==> config.mk <==
export PLATFORM = sky130hd
export DESIGN_NAME = decode_ctrl_stage_flat
export DESIGN_NICKNAME = d
export VERILOG_FILES = /design/src/rtl/cpu_ctrl_pkg.sv /design/src/rtl/decode_ctrl_stage_if.sv /design/src/rtl/decode_ctrl_stage_instr_decoder.sv /design/src/rtl/decode_ctrl_stage.sv /design/src/flat_wrapper.sv
export SDC_FILE = /design/constraint.sdc
export NUM_CORES = 1
export LEC_CHECK = 0
export ABC_AREA = 1
export BUFFER_PORTS_ARGS = -buffer_cell sky130_fd_sc_hd__buf_2
export CAP_MARGIN = 10
export CORE_MARGIN = 5
export CORE_UTILIZATION = 54
export CTS_CLUSTER_DIAMETER = 40
export DETAILED_ROUTE_END_ITERATION = 10
export PLACE_DENSITY = 0.86
export SYNTH_ARGS = -nofsm -noshare
export SYNTH_HDL_FRONTEND = slang
export SYNTH_SLANG_ARGS = --single-unit
export TNS_END_PERCENT = 100
==> constraint.sdc <==
create_clock -name clk -period 3.9 [get_ports clk]
set_input_delay 0.195 -clock clk [delete_from_list [all_inputs] [get_ports clk]]
set_output_delay 0.195 -clock clk [all_outputs]
set_load 0.05 [all_outputs]
==> src/rtl/cpu_ctrl_pkg.sv <==
`default_nettype none
//============================================================================
// Package     : cpu_ctrl_pkg
// Description : Opcode/funct encodings, control codes, the decode bundle and
//               the decode-stage state type shared across the control path.
// Revision    : 1.0 - initial release
//============================================================================
package cpu_ctrl_pkg;

    localparam logic [5:0] OP_SPECIAL = 6'h00;
    localparam logic [5:0] OP_REGIMM  = 6'h01;
    localparam logic [5:0] OP_J       = 6'h02;
    localparam logic [5:0] OP_BNE     = 6'h05;
    localparam logic [5:0] OP_BLEZ    = 6'h06;
    localparam logic [5:0] OP_BGTZ    = 6'h07;
    localparam logic [5:0] OP_ADDI    = 6'h08;
    localparam logic [5:0] OP_ADDIU   = 6'h09;
    localparam logic [5:0] OP_ANDI    = 6'h0C;
    localparam logic [5:0] OP_LW      = 6'h23;
    localparam logic [5:0] OP_SW      = 6'h2B;

    localparam logic [5:0] FN_JR      = 6'h08;
    localparam logic [5:0] FN_MULT    = 6'h18;
    localparam logic [5:0] FN_ADD     = 6'h20;
    localparam logic [5:0] FN_ADDU    = 6'h21;
    localparam logic [5:0] FN_SUB     = 6'h22;
    localparam logic [5:0] FN_SUBU    = 6'h23;
    localparam logic [5:0] FN_AND     = 6'h24;
    localparam logic [5:0] FN_OR      = 6'h25;
    localparam logic [5:0] FN_XOR     = 6'h26;
    localparam logic [5:0] FN_NOR     = 6'h27;

    localparam logic [4:0] RT_BLTZ    = 5'd0;
    localparam logic [4:0] RT_BGEZ    = 5'd1;

    localparam logic [4:0] ALU_NOP    = 5'd0;
    localparam logic [4:0] ALU_ADD    = 5'd1;
    localparam logic [4:0] ALU_SUB    = 5'd2;
    localparam logic [4:0] ALU_AND    = 5'd3;
    localparam logic [4:0] ALU_OR     = 5'd4;
    localparam logic [4:0] ALU_XOR    = 5'd5;
    localparam logic [4:0] ALU_NOR    = 5'd6;
    localparam logic [4:0] ALU_MUL    = 5'd7;

    localparam logic [2:0] PAT_NONE   = 3'd0;
    localparam logic [2:0] PAT_GTZ    = 3'd1;
    localparam logic [2:0] PAT_NE     = 3'd2;
    localparam logic [2:0] PAT_LEZ    = 3'd3;
    localparam logic [2:0] PAT_LTZ    = 3'd4;
    localparam logic [2:0] PAT_GEZ    = 3'd5;

    localparam logic [2:0] JMP_NONE   = 3'd0;
    localparam logic [2:0] JMP_J      = 3'd1;
    localparam logic [2:0] JMP_JR     = 3'd2;

    typedef enum logic [1:0] {
        ST_RUN      = 2'd0,
        ST_MUL_WAIT = 2'd1,
        ST_EXC_HOLD = 2'd2
    } state_t;

    typedef struct packed {
        logic       ext_op;
        logic       reg_dst;
        logic       branch;
        logic       mem_read;
        logic       mem_to_reg;
        logic       mem_write;
        logic       reg_write;
        logic       alu_src;
        logic       sign;
        logic       is_r;
        logic [4:0] alu_op;
        logic [2:0] pattern;
        logic [2:0] jump;
    } ctrl_t;

endpackage
`default_nettype wire

==> src/rtl/decode_ctrl_stage_if.sv <==
`default_nettype none
//============================================================================
// Interface   : decode_ctrl_stage_if
// Description : Instruction-in / control-bundle-out handshake plus the
//               multiply-busy and exception side signals of the decode stage.
// Revision    : 1.0 - initial release
//============================================================================
interface decode_ctrl_stage_if #(
    parameter int XLEN = 32
);
    logic            in_valid;
    logic            in_ready;
    logic [XLEN-1:0] instr;
    logic [XLEN-1:0] pc_plus4;
    logic            flush;
    logic            out_valid;
    logic            out_ready;
    logic            ext_op;
    logic            reg_dst;
    logic            branch;
    logic            mem_read;
    logic            mem_to_reg;
    logic            mem_write;
    logic            reg_write;
    logic            alu_src;
    logic            sign;
    logic            is_r;
    logic [4:0]      alu_op;
    logic [2:0]      pattern;
    logic [2:0]      jump;
    logic            mul_busy;
    logic            exc_valid;
    logic [XLEN-1:0] exc_addr;
    logic            exc_ack;

    modport slave (
        input  in_valid, instr, pc_plus4, flush, out_ready, exc_ack,
        output in_ready, out_valid, ext_op, reg_dst, branch, mem_read,
               mem_to_reg, mem_write, reg_write, alu_src, sign, is_r,
               alu_op, pattern, jump, mul_busy, exc_valid, exc_addr
    );

    modport master (
        output in_valid, instr, pc_plus4, flush, out_ready, exc_ack,
        input  in_ready, out_valid, ext_op, reg_dst, branch, mem_read,
               mem_to_reg, mem_write, reg_write, alu_src, sign, is_r,
               alu_op, pattern, jump, mul_busy, exc_valid, exc_addr
    );
endinterface
`default_nettype wire

==> src/rtl/decode_ctrl_stage_instr_decoder.sv <==
`default_nettype none
//============================================================================
// Module      : instr_decoder
// Description : Combinational opcode/funct/rt to control-bundle decode with
//               an undefined-encoding flag.
// Revision    : 1.0 - initial release
//============================================================================
module instr_decoder
    import cpu_ctrl_pkg::*;
(
    input  logic [5:0] i_op,
    input  logic [4:0] i_rt,
    input  logic [5:0] i_funct,
    output ctrl_t      o_ctrl,
    output logic       o_undef,
    output logic       o_is_mult
);

    always_comb begin
        o_ctrl    = '0;
        o_undef   = 1'b0;
        o_is_mult = 1'b0;
        case (i_op)
            OP_SPECIAL: begin
                case (i_funct)
                    FN_ADD, FN_ADDU, FN_SUB, FN_SUBU,
                    FN_AND, FN_OR, FN_XOR, FN_NOR: begin
                        o_ctrl.reg_dst   = 1'b1;
                        o_ctrl.reg_write = 1'b1;
                        o_ctrl.is_r      = 1'b1;
                        o_ctrl.sign      = (i_funct == FN_ADD) || (i_funct == FN_SUB);
                        case (i_funct)
                            FN_ADD, FN_ADDU: o_ctrl.alu_op = ALU_ADD;
                            FN_SUB, FN_SUBU: o_ctrl.alu_op = ALU_SUB;
                            FN_AND:          o_ctrl.alu_op = ALU_AND;
                            FN_OR:           o_ctrl.alu_op = ALU_OR;
                            FN_XOR:          o_ctrl.alu_op = ALU_XOR;
                            default:         o_ctrl.alu_op = ALU_NOR;
                        endcase
                    end
                    FN_MULT: begin
                        o_ctrl.alu_op    = ALU_MUL;
                        o_ctrl.reg_dst   = 1'b1;
                        o_ctrl.reg_write = 1'b1;
                        o_ctrl.is_r      = 1'b1;
                        o_ctrl.sign      = 1'b1;
                        o_is_mult        = 1'b1;
                    end
                    FN_JR: begin
                        o_ctrl.branch = 1'b1;
                        o_ctrl.jump   = JMP_JR;
                        o_ctrl.alu_op = ALU_ADD;
                    end
                    default: o_undef = 1'b1;
                endcase
            end
            OP_ADDI, OP_ADDIU: begin
                o_ctrl.alu_op    = ALU_ADD;
                o_ctrl.alu_src   = 1'b1;
                o_ctrl.ext_op    = 1'b1;
                o_ctrl.reg_write = 1'b1;
                o_ctrl.sign      = (i_op == OP_ADDI);
            end
            OP_ANDI: begin
                o_ctrl.alu_op    = ALU_AND;
                o_ctrl.alu_src   = 1'b1;
                o_ctrl.reg_write = 1'b1;
            end
            OP_BGTZ, OP_BNE, OP_BLEZ: begin
                o_ctrl.branch = 1'b1;
                o_ctrl.alu_op = ALU_SUB;
                o_ctrl.ext_op = 1'b1;
                o_ctrl.is_r   = (i_op == OP_BNE);
                case (i_op)
                    OP_BGTZ: o_ctrl.pattern = PAT_GTZ;
                    OP_BNE:  o_ctrl.pattern = PAT_NE;
                    default: o_ctrl.pattern = PAT_LEZ;
                endcase
            end
            OP_REGIMM: begin
                if (i_rt == RT_BLTZ || i_rt == RT_BGEZ) begin
                    o_ctrl.branch  = 1'b1;
                    o_ctrl.alu_op  = ALU_SUB;
                    o_ctrl.ext_op  = 1'b1;
                    o_ctrl.pattern = (i_rt == RT_BLTZ) ? PAT_LTZ : PAT_GEZ;
                end else begin
                    o_undef = 1'b1;
                end
            end
            OP_J: begin
                o_ctrl.branch = 1'b1;
                o_ctrl.jump   = JMP_J;
            end
            OP_LW: begin
                o_ctrl.alu_op     = ALU_ADD;
                o_ctrl.alu_src    = 1'b1;
                o_ctrl.ext_op     = 1'b1;
                o_ctrl.mem_read   = 1'b1;
                o_ctrl.mem_to_reg = 1'b1;
                o_ctrl.reg_write  = 1'b1;
            end
            OP_SW: begin
                o_ctrl.alu_op    = ALU_ADD;
                o_ctrl.alu_src   = 1'b1;
                o_ctrl.ext_op    = 1'b1;
                o_ctrl.mem_write = 1'b1;
                o_ctrl.is_r      = 1'b1;
            end
            default: o_undef = 1'b1;
        endcase
    end

endmodule
`default_nettype wire

==> src/rtl/decode_ctrl_stage.sv <==
`default_nettype none
//============================================================================
// Module      : decode_ctrl_stage
// Description : Registered decode stage: output bundle register with
//               valid/ready, multiply issue stall and sticky undef exception.
// Revision    : 1.0 - initial release
//============================================================================
module decode_ctrl_stage
    import cpu_ctrl_pkg::*;
#(
    parameter int MULT_CYCLES = 4,
    parameter int XLEN        = 32
) (
    input  logic               clk,
    input  logic               rst_n,
    decode_ctrl_stage_if.slave bus
);

    localparam logic [3:0] c_MUL_LOAD  = 4'(MULT_CYCLES - 1);
    localparam logic       c_MUL_STALL = (MULT_CYCLES > 1);

    state_t          r_state;
    state_t          w_state_nxt;
    logic [3:0]      r_cnt;
    logic [3:0]      w_cnt_nxt;
    logic            r_live;
    ctrl_t           r_ctrl;
    logic            r_out_valid;
    logic            r_exc_valid;
    logic [XLEN-1:0] r_exc_addr;
    logic            w_in_ready;
    logic            w_accept;
    logic            w_mul_busy;
    ctrl_t           w_dec;
    logic            w_undef;
    logic            w_is_mult;
    logic            w_unused_instr;

    assign w_unused_instr = &{1'b0, bus.instr[25:21], bus.instr[15:6]};

    instr_decoder u_dec (
        .i_op      (bus.instr[31:26]),
        .i_rt      (bus.instr[20:16]),
        .i_funct   (bus.instr[5:0]),
        .o_ctrl    (w_dec),
        .o_undef   (w_undef),
        .o_is_mult (w_is_mult)
    );

    always_ff @(posedge clk or negedge rst_n) begin
        if (!rst_n) begin
            r_state <= ST_RUN;
            r_cnt   <= 4'd0;
        end else begin
            r_state <= w_state_nxt;
            r_cnt   <= w_cnt_nxt;
        end
    end

    // r_live holds off issue until the first edge after reset release
    always_comb begin
        w_state_nxt = r_state;
        w_cnt_nxt   = r_cnt;
        w_in_ready  = 1'b0;
        w_accept    = 1'b0;
        w_mul_busy  = 1'b0;
        case (r_state)
            ST_RUN: begin
                w_in_ready = r_live && (!r_out_valid || bus.out_ready);
                w_accept   = bus.in_valid && w_in_ready && !bus.flush;
                if (w_accept) begin
                    if (w_undef) begin
                        w_state_nxt = ST_EXC_HOLD;
                    end else if (w_is_mult && c_MUL_STALL) begin
                        w_state_nxt = ST_MUL_WAIT;
                        w_cnt_nxt   = c_MUL_LOAD;
                    end
                end
            end
            ST_MUL_WAIT: begin
                w_mul_busy = 1'b1;
                if (r_cnt == 4'd1) begin
                    w_state_nxt = ST_RUN;
                    w_cnt_nxt   = 4'd0;
                end else begin
                    w_cnt_nxt = r_cnt - 4'd1;
                end
            end
            ST_EXC_HOLD: begin
                if (bus.exc_ack) begin
                    w_state_nxt = ST_RUN;
                end
            end
            default: w_state_nxt = ST_RUN;
        endcase
    end

    always_ff @(posedge clk or negedge rst_n) begin
        if (!rst_n) begin
            r_live      <= 1'b0;
            r_ctrl      <= '0;
            r_out_valid <= 1'b0;
            r_exc_valid <= 1'b0;
            r_exc_addr  <= '0;
        end else begin
            r_live <= 1'b1;
            if (bus.flush) begin
                r_out_valid <= 1'b0;
            end else if (w_accept && !w_undef) begin
                r_out_valid <= 1'b1;
                r_ctrl      <= w_dec;
            end else if (bus.out_ready) begin
                r_out_valid <= 1'b0;
            end
            if (w_accept && w_undef) begin
                r_exc_valid <= 1'b1;
                r_exc_addr  <= bus.pc_plus4 - XLEN'(4);
            end else if (r_state == ST_EXC_HOLD && bus.exc_ack) begin
                r_exc_valid <= 1'b0;
            end
        end
    end

    assign bus.in_ready   = w_in_ready;
    assign bus.out_valid  = r_out_valid;
    assign bus.ext_op     = r_ctrl.ext_op;
    assign bus.reg_dst    = r_ctrl.reg_dst;
    assign bus.branch     = r_ctrl.branch;
    assign bus.mem_read   = r_ctrl.mem_read;
    assign bus.mem_to_reg = r_ctrl.mem_to_reg;
    assign bus.mem_write  = r_ctrl.mem_write;
    assign bus.reg_write  = r_ctrl.reg_write;
    assign bus.alu_src    = r_ctrl.alu_src;
    assign bus.sign       = r_ctrl.sign;
    assign bus.is_r       = r_ctrl.is_r;
    assign bus.alu_op     = r_ctrl.alu_op;
    assign bus.pattern    = r_ctrl.pattern;
    assign bus.jump       = r_ctrl.jump;
    assign bus.mul_busy   = w_mul_busy;
    assign bus.exc_valid  = r_exc_valid;
    assign bus.exc_addr   = r_exc_addr;

endmodule
`default_nettype wire

==> src/flat_wrapper.sv <==
// flat-port wrapper written by rule: the top's interface ports become plain ports
module decode_ctrl_stage_flat import cpu_ctrl_pkg::*;
#(
    parameter int MULT_CYCLES = 4,
    parameter int XLEN        = 32
)
  (clk, rst_n, bus_in_valid, bus_instr, bus_pc_plus4, bus_flush, bus_out_ready, bus_exc_ack, bus_in_ready, bus_out_valid, bus_ext_op, bus_reg_dst, bus_branch, bus_mem_read, bus_mem_to_reg, bus_mem_write, bus_reg_write, bus_alu_src, bus_sign, bus_is_r, bus_alu_op, bus_pattern, bus_jump, bus_mul_busy, bus_exc_valid, bus_exc_addr);
  decode_ctrl_stage_if #(.XLEN(XLEN)) bus_i ();
  input  logic clk;
  input  logic rst_n;
  input wire logic [$bits(bus_i.in_valid)-1:0] bus_in_valid;
  input wire logic [$bits(bus_i.instr)-1:0] bus_instr;
  input wire logic [$bits(bus_i.pc_plus4)-1:0] bus_pc_plus4;
  input wire logic [$bits(bus_i.flush)-1:0] bus_flush;
  input wire logic [$bits(bus_i.out_ready)-1:0] bus_out_ready;
  input wire logic [$bits(bus_i.exc_ack)-1:0] bus_exc_ack;
  output wire logic [$bits(bus_i.in_ready)-1:0] bus_in_ready;
  output wire logic [$bits(bus_i.out_valid)-1:0] bus_out_valid;
  output wire logic [$bits(bus_i.ext_op)-1:0] bus_ext_op;
  output wire logic [$bits(bus_i.reg_dst)-1:0] bus_reg_dst;
  output wire logic [$bits(bus_i.branch)-1:0] bus_branch;
  output wire logic [$bits(bus_i.mem_read)-1:0] bus_mem_read;
  output wire logic [$bits(bus_i.mem_to_reg)-1:0] bus_mem_to_reg;
  output wire logic [$bits(bus_i.mem_write)-1:0] bus_mem_write;
  output wire logic [$bits(bus_i.reg_write)-1:0] bus_reg_write;
  output wire logic [$bits(bus_i.alu_src)-1:0] bus_alu_src;
  output wire logic [$bits(bus_i.sign)-1:0] bus_sign;
  output wire logic [$bits(bus_i.is_r)-1:0] bus_is_r;
  output wire logic [$bits(bus_i.alu_op)-1:0] bus_alu_op;
  output wire logic [$bits(bus_i.pattern)-1:0] bus_pattern;
  output wire logic [$bits(bus_i.jump)-1:0] bus_jump;
  output wire logic [$bits(bus_i.mul_busy)-1:0] bus_mul_busy;
  output wire logic [$bits(bus_i.exc_valid)-1:0] bus_exc_valid;
  output wire logic [$bits(bus_i.exc_addr)-1:0] bus_exc_addr;
  assign bus_i.in_valid = bus_in_valid;
  assign bus_i.instr = bus_instr;
  assign bus_i.pc_plus4 = bus_pc_plus4;
  assign bus_i.flush = bus_flush;
  assign bus_i.out_ready = bus_out_ready;
  assign bus_i.exc_ack = bus_exc_ack;
  assign bus_in_ready = bus_i.in_ready;
  assign bus_out_valid = bus_i.out_valid;
  assign bus_ext_op = bus_i.ext_op;
  assign bus_reg_dst = bus_i.reg_dst;
  assign bus_branch = bus_i.branch;
  assign bus_mem_read = bus_i.mem_read;
  assign bus_mem_to_reg = bus_i.mem_to_reg;
  assign bus_mem_write = bus_i.mem_write;
  assign bus_reg_write = bus_i.reg_write;
  assign bus_alu_src = bus_i.alu_src;
  assign bus_sign = bus_i.sign;
  assign bus_is_r = bus_i.is_r;
  assign bus_alu_op = bus_i.alu_op;
  assign bus_pattern = bus_i.pattern;
  assign bus_jump = bus_i.jump;
  assign bus_mul_busy = bus_i.mul_busy;
  assign bus_exc_valid = bus_i.exc_valid;
  assign bus_exc_addr = bus_i.exc_addr;
  decode_ctrl_stage #(.MULT_CYCLES(MULT_CYCLES), .XLEN(XLEN)) u_core (.clk(clk), .rst_n(rst_n), .bus(bus_i));
endmodule
## Word-level counts from Yosys, hierarchy flattened

Cells that the tools add are included.
W data, S select, Z words.

- Register bits after elaboration: 62
- Input port bits: 70
- Logic and storage cells: 132

- Equal/unequal tests: 30
- Multiplexer cells: 46
- $add $sub $neg: 2
- Reduce and logical (&&, ||, !) cells: 34
- Bitwise logic cells: 1

Operator list:

| operator | number |
|---|---|
| $eq A6 B6 Y1 const B | 10 |
| $sub A32 B3 Y32 const B | 1 |
| $pmux W5 S5 | 1 |
| $eq A6 B4 Y1 const B | 4 |
| $mux W1 | 19 |
| $eq A6 B3 Y1 const B | 3 |
| $reduce_or A9 Y1 | 2 |
| $mux W4 | 4 |
| $pmux W3 S5 | 1 |
| $pmux W5 S3 | 1 |
| $mux W2 | 7 |
| $pmux W3 S2 | 2 |
| $reduce_or A4 Y1 | 3 |
| $reduce_or A10 Y1 | 1 |
| $pmux W1 S3 | 3 |
| $pmux W2 S2 | 2 |
| $pmux W4 S2 | 1 |
| $reduce_and A4 Y1 | 2 |
| $reduce_or A8 Y1 | 1 |
| $reduce_or A7 Y1 | 1 |
| $eq A6 B1 Y1 const B | 1 |
| $eq A6 B2 Y1 const B | 1 |
| $eq A6 B5 Y1 const B | 1 |
| $logic_and A1 B1 Y1 | 6 |
| 23 further kinds | 35 |

## Logic depth before layout (Yosys ltp)

Gate-level depths: netlist of the first run.

- Word-level depth: 9
- Depth in mapped cells: 12

## By module

From an unflattened synthesis of the first run, not the netlist that was laid out.

- Cells, all modules: 508
- Area, all modules: 3,891.2 um^2

By module, submodules not included:

| module | instances | area an instance (um^2) | cells each | sequential area each (um^2) |
|---|---|---|---|---|
| decode_ctrl_stage | 1 | 3,329.4 | 392 | 1,551.5 |
| instr_decoder | 1 | 561.8 | 116 | 0.0 |

## Worst setup path after synthesis of the first run

No wires, ideal clock.

- Path kind: register to register
- Start point: reg u_core.r_state[0]
- End point: reg u_core.r_cnt[3]
- Required time: 3.773 ns
- Arrival: 1.674 ns
- Setup slack: 2.099 ns
- Cell stages (with the launch flop): 6
- Buffers on the path: 0
- Cell sequence: dfrtp_1 inv_1 nor2_1 o21ai_0 nand2_1 o21ai_0

- Word-level cells in the longest chain between the ends: 3
- Elaborated cells on any way between the ends: 8
- Those cells by class: eq/ne (4); mux (1); reduce/logical (3)

Ends and longest elaborated chain:

| what | line | source |
|---|---|---|
| start: declaration | decode_ctrl_stage.sv:22 | `state_t r_state;` |
| start signal: assignment | decode_ctrl_stage.sv:55 | `r_state <= w_state_nxt;` |
| $logic_not A2 Y1 or $eq A2 B1 Y1 (tied branches) | decode_ctrl_stage.sv:67 | `case (r_state)` |
| $ne A2 B2 Y1 (no source line), or another cell as far along | -- |  |
| $reduce_and A4 Y1 (no source line) | -- |  |
| end signal: assignment | decode_ctrl_stage.sv:56 | `r_cnt <= w_cnt_nxt;` |
| end: declaration | decode_ctrl_stage.sv:24 | `logic [3:0] r_cnt;` |

Several ways; a longest one is shown, not always the timed one.
A chain may end at the register's enable or synchronous reset.

## Worst setup path after layout of the first run

- Start point: reg u_core.r_state[1]
- End point: reg u_core.r_ctrl, in the netlist u_core.bus.pattern[1]

- Word-level cells in the longest chain between the ends: 4

Ends and longest elaborated chain:

| what | line | source |
|---|---|---|
| $logic_not A2 Y1 | decode_ctrl_stage.sv:67 |  |
| $mux W1 | decode_ctrl_stage.sv:67 |  |
| $logic_and A1 B1 Y1 | decode_ctrl_stage.sv:109 | `end else if (w_accept && !w_undef) begin` |
| $reduce_and A2 Y1 (no source line) | -- |  |
| end signal: assignment | decode_ctrl_stage.sv:111 | `r_ctrl <= w_dec;` |
| end: declaration | decode_ctrl_stage.sv:27 | `ctrl_t r_ctrl;` |

No other way between the ends.

==> results.txt, run 1 <==
The count of endpoints failing hold in the final timing report was 5. In this run the core area contains 29 standard-cell rows. The largest net degree at the start of global routing came out at 59. At the end of routability-driven placement, the weighted congestion stood at 0.956. During synthesis, Yosys emitted a total of 0 warnings. The die covers 8330 µm². The power density normalized to cell area is 489 nW/µm², and the number of nets with antenna violations after detailed routing is 0. The flip-flop count of the largest register after layout works out to 32. Data on the critical path arrives at its endpoint at 2.81 ns.

After synthesis the netlist holds a flip-flop and latch count of 58. The maximum fanout encountered on the critical timing path is 36. The root buffer cell chosen for the clock tree is sky130_fd_sc_hd__clkbuf_8. For the worst slack on hold paths, the log shows -0.00572 ns. The routed wire length is 9.29 mm. In the routed layout, each cell is associated on average with a via count of 5.13. For the setup skew after layout, the log shows 0.00877 ns. The post-synthesis instance area was 3570 µm².

Setup violations remaining at the end of the flow were counted as 0. After detailed routing, the wire length on met1 is 4.04 mm. Critical setup path kind: reg -> reg. The initial antenna violation count is 0.

The die height was 91.3 µm; the worst slew slack as a fraction of its limit was 0.333. The layout cell share with drive strength beyond 1 came out at 0.212. The checks that failed: negative hold slack.

For this design, the CTS-stage hold fixing added 0 buffers. Setup repair after global routing left no endpoint under its margin. Buffers placed on the I/O ports in this run total 108. CTS built an H-tree with a depth of 3. The run gives 0 as the post-CTS repair timing setup buffer count.

The library cell used most frequently in the layout, excluding fill and tap cells, is sky130_fd_sc_hd__nand2_1. After detailed routing, the met2 layer carries 4.49 mm of wire. The min-delay analysis places its worst path in the category in -> async. Counting every instance in the synthesized netlist gives 526. For this design the top-level I/O count stands at 127. The first global-routing pass estimated 16.0 mm of wire. The count of cell types in the netlist was 32. The top layer reached by signal wires was met4. The number of gates resized after CTS was 0. The tools report the critical path capture point type as a flop. The part of the cycle the worst path needs was 0.663. Counting cells, the worst reg-to-reg path comes to 6. The number of vias after detailed routing is 3666.

Final critical-path required period: 2.59 ns. In the synthesized netlist the dominant register cell turns out to be sky130_fd_sc_hd__dfrtp_1. The top cell types in the final layout, fill and taps aside, are sky130_fd_sc_hd__nand2_1, sky130_fd_sc_hd__buf_2, sky130_fd_sc_hd__nor2_1.

The required arrival time at the worst endpoint was 4.13 ns. Number of enable-type register cells in the synthesized netlist: 0. The maximum vdd drop is 328 µV.

The register-to-register setup slack was 1.31 ns; the routed wirelength normalized by instance count was 13.0 µm. For the final routed database, the setup TNS stands at 0 ns. The area growth from synthesis to layout is 22.9%.

The share of the core filled with cells in the final layout came out at 0.687. For the pin with the worst max-slew slack, the measured transition is 0.997 ns. The run gives 3539 as the number of global-route vias before repair. The post-synthesis average cell area was 6.78 µm².

The logs give 7.13 mm for the half-perimeter wire length after placement and 5 for the count of TritonRoute iterations in the first routing pass. The number of clock buffers added by TritonCTS is 9. The number of DRC markers in iteration 0 is 187. The flow ran to the end, but the final reports show violations.

The die is 91.3 µm wide. The net count of the finished layout is 706. The share of synthesized flip-flops with an asynchronous set or reset works out to 1.00.

STA classifies the critical path startpoint as a flop. For the later-pin clock latency in the skew report, the log shows 0.33 ns. The logs give 0.231 for the overall global routing resource usage and 648 µm for the met3 wire length. The tools report the final global-route overflow total as 0. Static leakage: 2.46 nW. The starting density of the core was 0.559. In the routed design, unresolved DRC markers number 0. The number of max-slew violations in the final report was 0. TritonCTS built the clock tree. Timing would allow up to 387 MHz. The run gives 6390 µm² as the core area. The clock passes through at most 2 buffers.

0 antenna diodes ended up in the layout. The number of maximum-capacitance violations is 0, and the fraction of the yosys area taken by sequential cells is 0.407. Clock-pin slew was measured on the worst setup and hold paths at 0.07 ns. The TritonCTS sink count came out at 58.
[power by group]
group	switching [W]	internal, W	leakage [nW]	total (W)
clock network	0.000245	0.000460	0.123	0.000705
registers	0.0000569	0.000700	0.742	0.000757
logic	0.000527	0.000154	1.59	0.000681
[path summary, 6_finish.rpt]
check                                                to                    start
worst max-delay path              u_core.bus.pattern[1]        u_core.r_state[1]
worst min-delay path                  u_core.bus.ext_op                    rst_n
worst max register to register    u_core.bus.pattern[1]        u_core.r_state[1]
worst min register to register  u_core.bus.exc_addr[21]  u_core.bus.exc_addr[21]
max in group asynchronous       u_core.bus.exc_addr[23]                    rst_n
min in group clk                   u_core.bus.out_valid                bus_flush
[through the flow]
stage / hold slack [ns] / setup WS, ns / cells / total power [W] / area, µm²
after floorplan: -0.101 / 2.10 / 528 / 0.00126 / 3570
after global placement: 0.371 / 1.47 / 699 / 0.00144 / 4130
after detailed placement: 0.392 / 1.35 / 699 / 0.00145 / 4130
after CTS: 0.0298 / 1.27 / 715 / 0.00216 / 4380
after global routing: 0.0544 / 1.05 / 715 / 0.00224 / 4380
final: -0.00572 / 1.31 / 715 / 0.00214 / 4380
[cell type report]
class,count,area [µm²]
Clock buffer,12,155
Clock inverter,4,97.6
Fill cell,569,2000
Inverter,47,176
Multi-Input combinational cell,407,1850
Sequential cell,58,1450
Tap cell,77,96.3
Timing Repair Buffer,110,556
[worst max-delay path, stage by stage, from the launching register on]
cell,delay (ns)
sky130_fd_sc_hd__dfrtp_1,0.41
sky130_fd_sc_hd__nor2_1,0.26
sky130_fd_sc_hd__inv_1,0.12
sky130_fd_sc_hd__nor2_2,0.12
sky130_fd_sc_hd__buf_4,0.36
sky130_fd_sc_hd__nand3_1,0.78
sky130_fd_sc_hd__o21ai_1,0.42
[cells in the mapped netlist, types with 4 or more instances]
cell type / instances / area, µm²
sky130_fd_sc_hd__buf_2: 7 / 35.0
sky130_fd_sc_hd__buf_4: 7 / 52.6
sky130_fd_sc_hd__dfrtp_1: 58 / 1450
sky130_fd_sc_hd__inv_1: 46 / 173
sky130_fd_sc_hd__nand2_1: 186 / 698
sky130_fd_sc_hd__nand3_1: 56 / 280
sky130_fd_sc_hd__nand4_1: 8 / 50.1
sky130_fd_sc_hd__nor2_1: 82 / 308
sky130_fd_sc_hd__nor2_2: 4 / 25.0
sky130_fd_sc_hd__o21ai_0: 13 / 65.1
sky130_fd_sc_hd__o21ai_1: 12 / 60.1
sky130_fd_sc_hd__xnor2_1: 13 / 114
sky130_fd_sc_hd__xor2_1: 5 / 43.8
[metal layers]
layer	up-vias	GRT usage
met5	-	0
met4	0	0.0636
met3	11	0.0628
met2	108	0.382
met1	1682	0.298
li1	1865	-
[logic make-up (layout without fill, tap and decap cells)]
group | Yosys count | count (layout) | synth area share
AO/OA/AOI/OAI | 33 | 33 | 0.0509
AND/OR/NAND/NOR | 349 | 349 | 0.409
buffers and inverters | 63 | 173 | 0.0761
adder cells (fa/ha/maj) | 3 | 3 | 0.0105
XOR/XNOR | 18 | 18 | 0.0442
flip-flops | 58 | 58 | 0.407
other | 2 | 4 | 0.00211
(Power assumes the default switching activity.)
==> inputs of run 2 (changes only) <==
- ABC_AREA: 1 -> 0
- CORE_UTILIZATION: 54 -> 50
- PLACE_DENSITY: 0.86 -> 0.8
- clock period: 3.9 -> 2.6 ns (I/O delays scaled with it)
==> run 2 against run 1 <==
  * The flow now finishes without violations
  * Via count fell by 23%
  * Sequential power grew 52%
  * Clock power up 17%
  * Sequential share of layout area is 0.45 points higher
  * Largest cell class unchanged
==> results.txt, run 2 <==
The run finished with clean final reports. In this run the power spent charging and discharging nets is 0.00125 W. The length in cells of the worst reg-to-reg path is 6, and the delay of the slowest critical-path stage is 0.54 ns. The run gives 513 as the post-placement cell count. The floorplan step set the die height to 94.3 µm.

The part of the cycle the worst path needs came out at 0.814. Terminating pin of the worst hold path: u_core.bus.exc_addr[0]. Among all cell types in the netlist, the one instantiated most often is sky130_fd_sc_hd__dfrtp_1.

The clock transition at the register clock pins on the worst setup and hold paths after CTS came out at 0.06 ns. The worst setup path is launched from an input pin. The cell depth of the worst min-delay path came out at 2.

The run gives 0 as the initial antenna violation count. The floorplan has 30 rows. The count of buffers inserted at the top-level ports works out to 108. Leaving out fill and tap cells, the most frequent cells in the layout are sky130_fd_sc_hd__buf_2, sky130_fd_sc_hd__dfrtp_1, sky130_fd_sc_hd__mux2_4. The top-level port count was 127. The dominant register cell in the synthesized netlist was sky130_fd_sc_hd__dfrtp_1. The repair_antennas step left the layout with diodes totalling 0. The combinational power share was 0.372. The logs give 0 for the number of maximum-capacitance violations and 473 µV for the maximum vdd drop. The worst hold path begins at bus_pc_plus4[0]. The gate count after technology mapping came out at 321. The run gives 0.32 ns as the later-pin clock latency in the skew report. Subtracting the final worst setup slack from the clock period gives 2.12 ns. The wire-length estimate of the detail-placed layout is 6.04 mm.

Power density normalized to cell area: 727 nW/µm². For the overall global routing resource usage, the log shows 0.191. The run gives 2 as the deepest clock path buffer count. For the post-synthesis instance area, the log shows 3560 µm². The region available for standard cell placement spans 6870 µm².

Worst slew slack as a fraction of its limit: 0.507. The run gives 0.408 as the fraction of the yosys area taken by sequential cells. The worst reg2reg path startpoint was u_core.bus.out_valid. The library cell used most frequently in the layout, excluding fill and tap cells, is sky130_fd_sc_hd__buf_2. In the final routed layout, each cell accounts on average for 15.3 µm. The sequential group share of total power was 0.366.

CTS placed an instance of sky130_fd_sc_hd__clkbuf_8 at the clock tree root. The final global-route overflow total is 0, and the transition time at the pin with the least slew margin is 0.740 ns. The critical setup path kind was in -> reg. The layout cell share with drive strength beyond 1 was 0.434; the largest net degree at the start of global routing was 59. The worst path meets setup with 0.483 ns of slack.

CTS built an H-tree with a depth of 3. Yosys mapped a number of flops with a built-in enable equal to 0. The tools report the static leakage as 2.06 nW. TritonCTS built the clock tree. For the multi-input logic area, the log shows 1910 µm². For the portion of total power attributed to the clock network, the log shows 0.262. The logs give 0 for the final setup violation count and 2831 for the number of vias after detailed routing. Fraction of synthesized cell area taken by the top area cell type: 0.408. The logs give 0 for the DRC violations left and 1450 µm² for the combined flip-flop and latch cell area.

The number of global-route vias before repair is 2951. Cell at the slowest stage of the critical path: sky130_fd_sc_hd__dlygate4sd3_1. Number of max-slew violations in the final report: 0. The filler cells instantiated in the layout total 557.

The run gives 0 as the count of endpoints failing hold in the final timing report. The die footprint is 8900 µm². The count of nets left with antenna violations once routing finished came out at 0. The detailed router finished its first iteration with 62 violations. The share of synthesized flip-flops with an asynchronous set or reset was 1.00; the finished layout cell area was 4330 µm². The signal on the critical path passes through dlygate4sd3_1 -> buf_2 -> nand4b_1 -> or3_1 -> o21ba_2 -> buf_12 -> mux2_2.

Setup repair after global routing left no endpoint under its margin. The switching share of power is 0.396, and the post-synthesis average cell area is 11.1 µm². After synthesis, the netlist uses 60 different library cells. Timing would allow up to 472 MHz. The cell type contributing the most total cell area after synthesis was sky130_fd_sc_hd__dfrtp_1. The starting density of the core is 0.518, and the net count reported at finish is 503. Yosys attributes the largest share of cell area to sky130_fd_sc_hd__dfrtp_1, sky130_fd_sc_hd__mux2_4, sky130_fd_sc_hd__mux2_2. Clock tree synthesis inserted a total of 9 buffers. For this run, the number of standard cells in the final layout without fillers is 531.

The growth of design area from synthesis to finish is 21.6%, and the routability-driven placement congestion ratio is 0.889. The tools report the first-pass GRT wire length as 13.6 mm. The class of the tightest hold or removal check is in -> reg. The setup skew after layout is 0.00536 ns.

Summed over all layers, the routed wires come to 8.12 mm. The post-place instance area came out at 4100 µm². The tools report the post-route setup TNS as 0 ns. For the TritonCTS sink count, the log shows 58.

Critical path capture point type: a flop. For this run, the detailed router's first-pass iteration total came to 4. After detailed routing, the number of vias per cell comes to 5.33. The tightest hold path in the finished design has a slack of 0.0406 ns. The flip-flop count of the largest register after layout is 32, and the post-placement worst setup slack is 0.285 ns. The horizontal die dimension is 94.3 µm. The required arrival time at the worst endpoint is 2.81 ns, and the data arrival time of the critical path is 2.32 ns. Sorting the synthesized cells by how often they occur yields sky130_fd_sc_hd__dfrtp_1, sky130_fd_sc_hd__mux2_4, sky130_fd_sc_hd__nor2_1. The tools report the end of the worst register-to-register path as u_core.bus.exc_addr[0]. For this run, the number of Yosys warnings is 0. The post-CTS repair timing setup buffer count was 0; the register-to-register setup slack was 0.52 ns. Along the worst path, the maximum fanout reaches 33. Synthesis inferred 58 register bits. The internal portion of total power came out at 0.00190 W.
==> run 2: layer usage <==
layer	part of all wire	GRT usage
met4	0.015	0.0710
met3	0.091	0.0653
met2	0.48	0.316
met1	0.41	0.231
met5	0	0
==> run 2: timing repair <==
action                                  4_1_cts  5_1_grt
hold buffers                                  2        0
endpoints found under the setup margin        0        0
resized for setup                             0        0
hold endpoints to repair                     59        0
==> run 2: worst max-delay path: cells and delay by family <==
family | cells | cell delay [ns]
AOI/OAI and AO/OA | 1 | 0.28
buffers and inverters | 3 | 0.91
muxes | 1 | 0.36
and+or+nand+nor | 2 | 0.62
==> run 2: layout make-up <==
class,count,area share
Sequential cell,58,0.336
Timing Repair Buffer,113,0.138
Multi-Input combinational cell,236,0.442
Tap cell,96,0.0278
Inverter,12,0.0104
Clock buffer,15,0.0454
Clock inverter,1,0.00116
==> run 2: how the worst max path moves through the flow <==
stage	start	endpoint	slack [ns]	cells past startpoint
final	bus_flush	u_core.bus.exc_addr[0]	0.48	7
after global routing	bus_flush	u_core.bus.exc_addr[0]	0.43	7
after CTS	bus_flush	u_core.bus.exc_addr[1]	0.49	7
after detailed placement	bus_pc_plus4[2]	u_core.bus.exc_addr[28]	0.28	8
after global placement	bus_pc_plus4[2]	u_core.bus.exc_addr[28]	0.34	8
after floorplan	u_core.bus.out_valid	u_core.bus.is_r	0.42	6
==> run 2: cells by family (layout without fill, tap and decap cells) <==
| group | after synthesis | in the layout | synth area share |
|---|---|---|---|
| other | 2 | 4 | 0.00211 |
| AOI/OAI and AO/OA | 43 | 43 | 0.0802 |
| buffers and inverters | 29 | 141 | 0.0563 |
| muxes | 50 | 50 | 0.187 |
| adders and majority gates | 3 | 3 | 0.0106 |
| DFF | 58 | 58 | 0.408 |
| xor gates and xnor gates | 27 | 27 | 0.0665 |
| and+or+nand+nor | 109 | 109 | 0.189 |
==> run 2: per-stage QoR <==
stage | utilization | total power [W]
after floorplan | - | 0.00204
after global placement | 0.597 | 0.00232
after detailed placement | 0.597 | 0.00234
after CTS | 0.630 | 0.00318
after global routing | 0.630 | 0.00329
final | 0.630 | 0.00314
==> run 2: power groups by stage <==
stage	clock (W)	sequential [W]	combinational (W)
after detailed placement	0	0.00116	0.00118
final	0.000823	0.00115	0.00117
after floorplan	0	0.00170	0.000336
after CTS	0.000848	0.00115	0.00118
after global routing	0.000893	0.00117	0.00123
after global placement	0	0.00116	0.00116
==> inputs of run 3 (changes only) <==
- CORE_UTILIZATION: 50 -> 45
- PLACE_DENSITY: 0.8 -> 0.76
- clock period: 2.6 -> 1.8 ns (I/O delays scaled with it)
==> run 3 against run 2 <==
  * Die area is 9.9% higher
  * Combinational power is 53% higher
  * Power rose by 55%
  * Global-route usage down 0.24 points
  * Routed wire length increased by 9.6%
  * Cell count rose by 12%
  * Via count is 6.8% higher
  * Worst setup slack worse by 0.60 ns
  * Register-to-register slack got worse by 0.64 ns
  * Critical endpoint is now u_core.bus.exc_addr[21]
  * Sequential power increased by 45%
  * Non-clock buffer count rose by 56
  * The flow now finishes with violations (negative setup slack)
==> results.txt, run 3 (same netlist as run 2, synthesis figures left out) <==
The count of placed standard cells in the final layout, fillers left out is 593. The final reports fail on negative setup slack. Setup repair after global routing could not meet its margin everywhere. The part of the cycle the worst path needs is 1.07, and the later-pin clock latency in the skew report is 0.35 ns. The number of antenna cells inserted was 0; the overall global routing resource usage was 0.189.

The TritonCTS sink count is 58. In this run the standard cell core region covers 7730 µm². The run gives -0.119 ns as the least setup slack across all paths after layout. Of all nets on the critical path, the largest fanout is 11. The count of endpoints failing hold in the final timing report was 0.

Hold timing on the final database bottoms out at a slack of 0.0335 ns. For this run, design rule violations remaining after detail routing come to 0. Compared with the post-synthesis result, the final layout area differs by 39.1%.

Clock transition at the register clock pins on the worst setup and hold paths after CTS: 0.07 ns. The final global-route overflow total was 0; the final setup violation count was 46. The run gives 2000 µm² as the multi-input logic area.

Post-placement worst setup slack: -0.243 ns. The tools report the first-pass GRT wire length as 14.9 mm. The die footprint was 9780 µm²; the transition time at the pin with the least slew margin was 0.546 ns. The layout cell share with drive strength beyond 1 is 0.507, and the vias per cell is 5.10. After filler insertion, the fill cell instance count of the layout stands at 613. For the number of max-slew violations in the final report, the log shows 0.

Summing over every cut layer, the via total after detailed routing is 3024. The worst setup path is captured at a flop. Clock skew on the completed layout was measured at 0.0121 ns. CTS placed an instance of sky130_fd_sc_hd__clkbuf_8 at the clock tree root. The tightest min-delay check is of the in -> reg type.

The count of nets left with antenna violations once routing finished came out at 0. The number of maximum-capacitance violations was 0; the largest net degree at the start of global routing was 37. At the end of the flow, the number of nets in the layout was 559. The total CTS buffers was 9. For the deepest clock path buffer count, the log shows 2. The most common library cell in the layout ignoring fill and taps was sky130_fd_sc_hd__buf_2. The half-perimeter wire length after placement came out at 6.73 mm.

Dividing the detail-routed wire length by the instance count gives 15.0 µm. Routability-driven placement finished with a final weighted congestion of 0.957. The count of buffers inserted at the top-level ports is 108, and the post-route setup TNS is -4.36 ns.

The detailed router finished its first iteration with 64 violations. TritonCTS built the clock tree. The first detailed-routing pass took 4 iterations. The run gives 0.460 as the starting density of the core. During I/O placement, the number of pins put on the boundary was 127.

Registers take 1450 µm². The run gives 567 as the post-placement cell count. The startpoint kind of the worst setup timing path is a flop. The routed wire length is 8.90 mm, and the number of global-route vias before repair is 3152. The worst setup path is of the reg -> reg kind. The register with the most flip-flops in the layout has 32 of them.

The logs give -0.12 ns for the register-to-register setup slack and 32 for the number of placement rows. The maximum operating frequency was 521 MHz. For the required arrival time at the worst endpoint, the log shows 2.03 ns. For the worst slew slack as a fraction of its limit, the log shows 0.636. In the layout the commonest cells are sky130_fd_sc_hd__buf_2, sky130_fd_sc_hd__dfrtp_1, sky130_fd_sc_hd__buf_4. The run gives 687 µV as the maximum vdd drop. The worst path needs 1.92 ns of the cycle, external delays included. The total number of H-tree levels was 3; the power density normalized to cell area was 986 nW/µm².

From bottom edge to top edge, the die measures 98.9 µm. The data arrival time of the critical path is 2.14 ns, and the initial antenna violation count is 0. The flow ran to the end, but the final reports show violations. For this design the static power due to leakage is 2.39 nW. The horizontal die dimension is 98.9 µm.
[run 3: path summary, 6_finish.rpt]
check,from,to,depth (start not counted)
worst max-delay path,u_core.bus.out_valid,u_core.bus.exc_addr[21],6
worst min-delay path,bus_exc_ack,u_core.r_state[1],3
worst max register to register,u_core.bus.out_valid,u_core.bus.exc_addr[21],6
worst min register to register,u_core.bus.exc_valid,u_core.bus.exc_valid,1
max in group asynchronous,rst_n,u_core.bus.out_valid,3
min in group asynchronous,rst_n,u_core.bus.exc_addr[8],2
[run 3: timing repair]
action / CTS / global route
gates cloned: 2 / 0
setup endpoints to repair: 48 / 55
gates resized for setup: 27 / 7
buffers inserted: 7 / 2
endpoints found under the hold margin: 25 / 0
pin swaps: 4 / 3
hold buffers: 4 / 0
[run 3: through the flow]
| stage | cell area, µm² | utilization | total power, W |
|---|---|---|---|
| floorplan | 3580 | - | 0.00295 |
| global placement | 4500 | 0.582 | 0.00342 |
| detailed placement | 4500 | 0.582 | 0.00345 |
| CTS | 4960 | 0.642 | 0.00493 |
| global route | 4950 | 0.640 | 0.00509 |
| finish | 4950 | 0.640 | 0.00488 |
[run 3: area by class of cell]
class / count / area share
timing repair buffer: 169 / 0.219
multi-input combinational: 236 / 0.404
inverter: 12 / 0.00910
clock buffer: 12 / 0.0334
sequential: 58 / 0.294
clock inverter: 4 / 0.0147
tap: 102 / 0.0258
[run 3: power by group]
group	total [W]	internal, W	switching, W
combinational	0.00179	0.000604	0.00118
sequential	0.00167	0.00153	0.000143
clock	0.00142	0.000890	0.000525
total	0.00488	0.00303	0.00185
[run 3: layer usage]
| layer | wire (µm) | track usage | part of all wire |
|---|---|---|---|
| met4 | 136 | 0.0767 | 0.015 |
| met5 | 0 | 0 | 0 |
| met1 | 3870 | 0.238 | 0.43 |
| met2 | 4280 | 0.307 | 0.48 |
| met3 | 612 | 0.0481 | 0.069 |
[run 3: worst max-delay path, stage by stage (launching register included)]
cell	delay [ns]
sky130_fd_sc_hd__dfrtp_2	0.40
sky130_fd_sc_hd__nand2b_1	0.09
sky130_fd_sc_hd__nand4b_1	0.14
sky130_fd_sc_hd__or3_4	0.37
sky130_fd_sc_hd__o21ba_4	0.32
sky130_fd_sc_hd__buf_12	0.18
sky130_fd_sc_hd__mux2_4	0.30
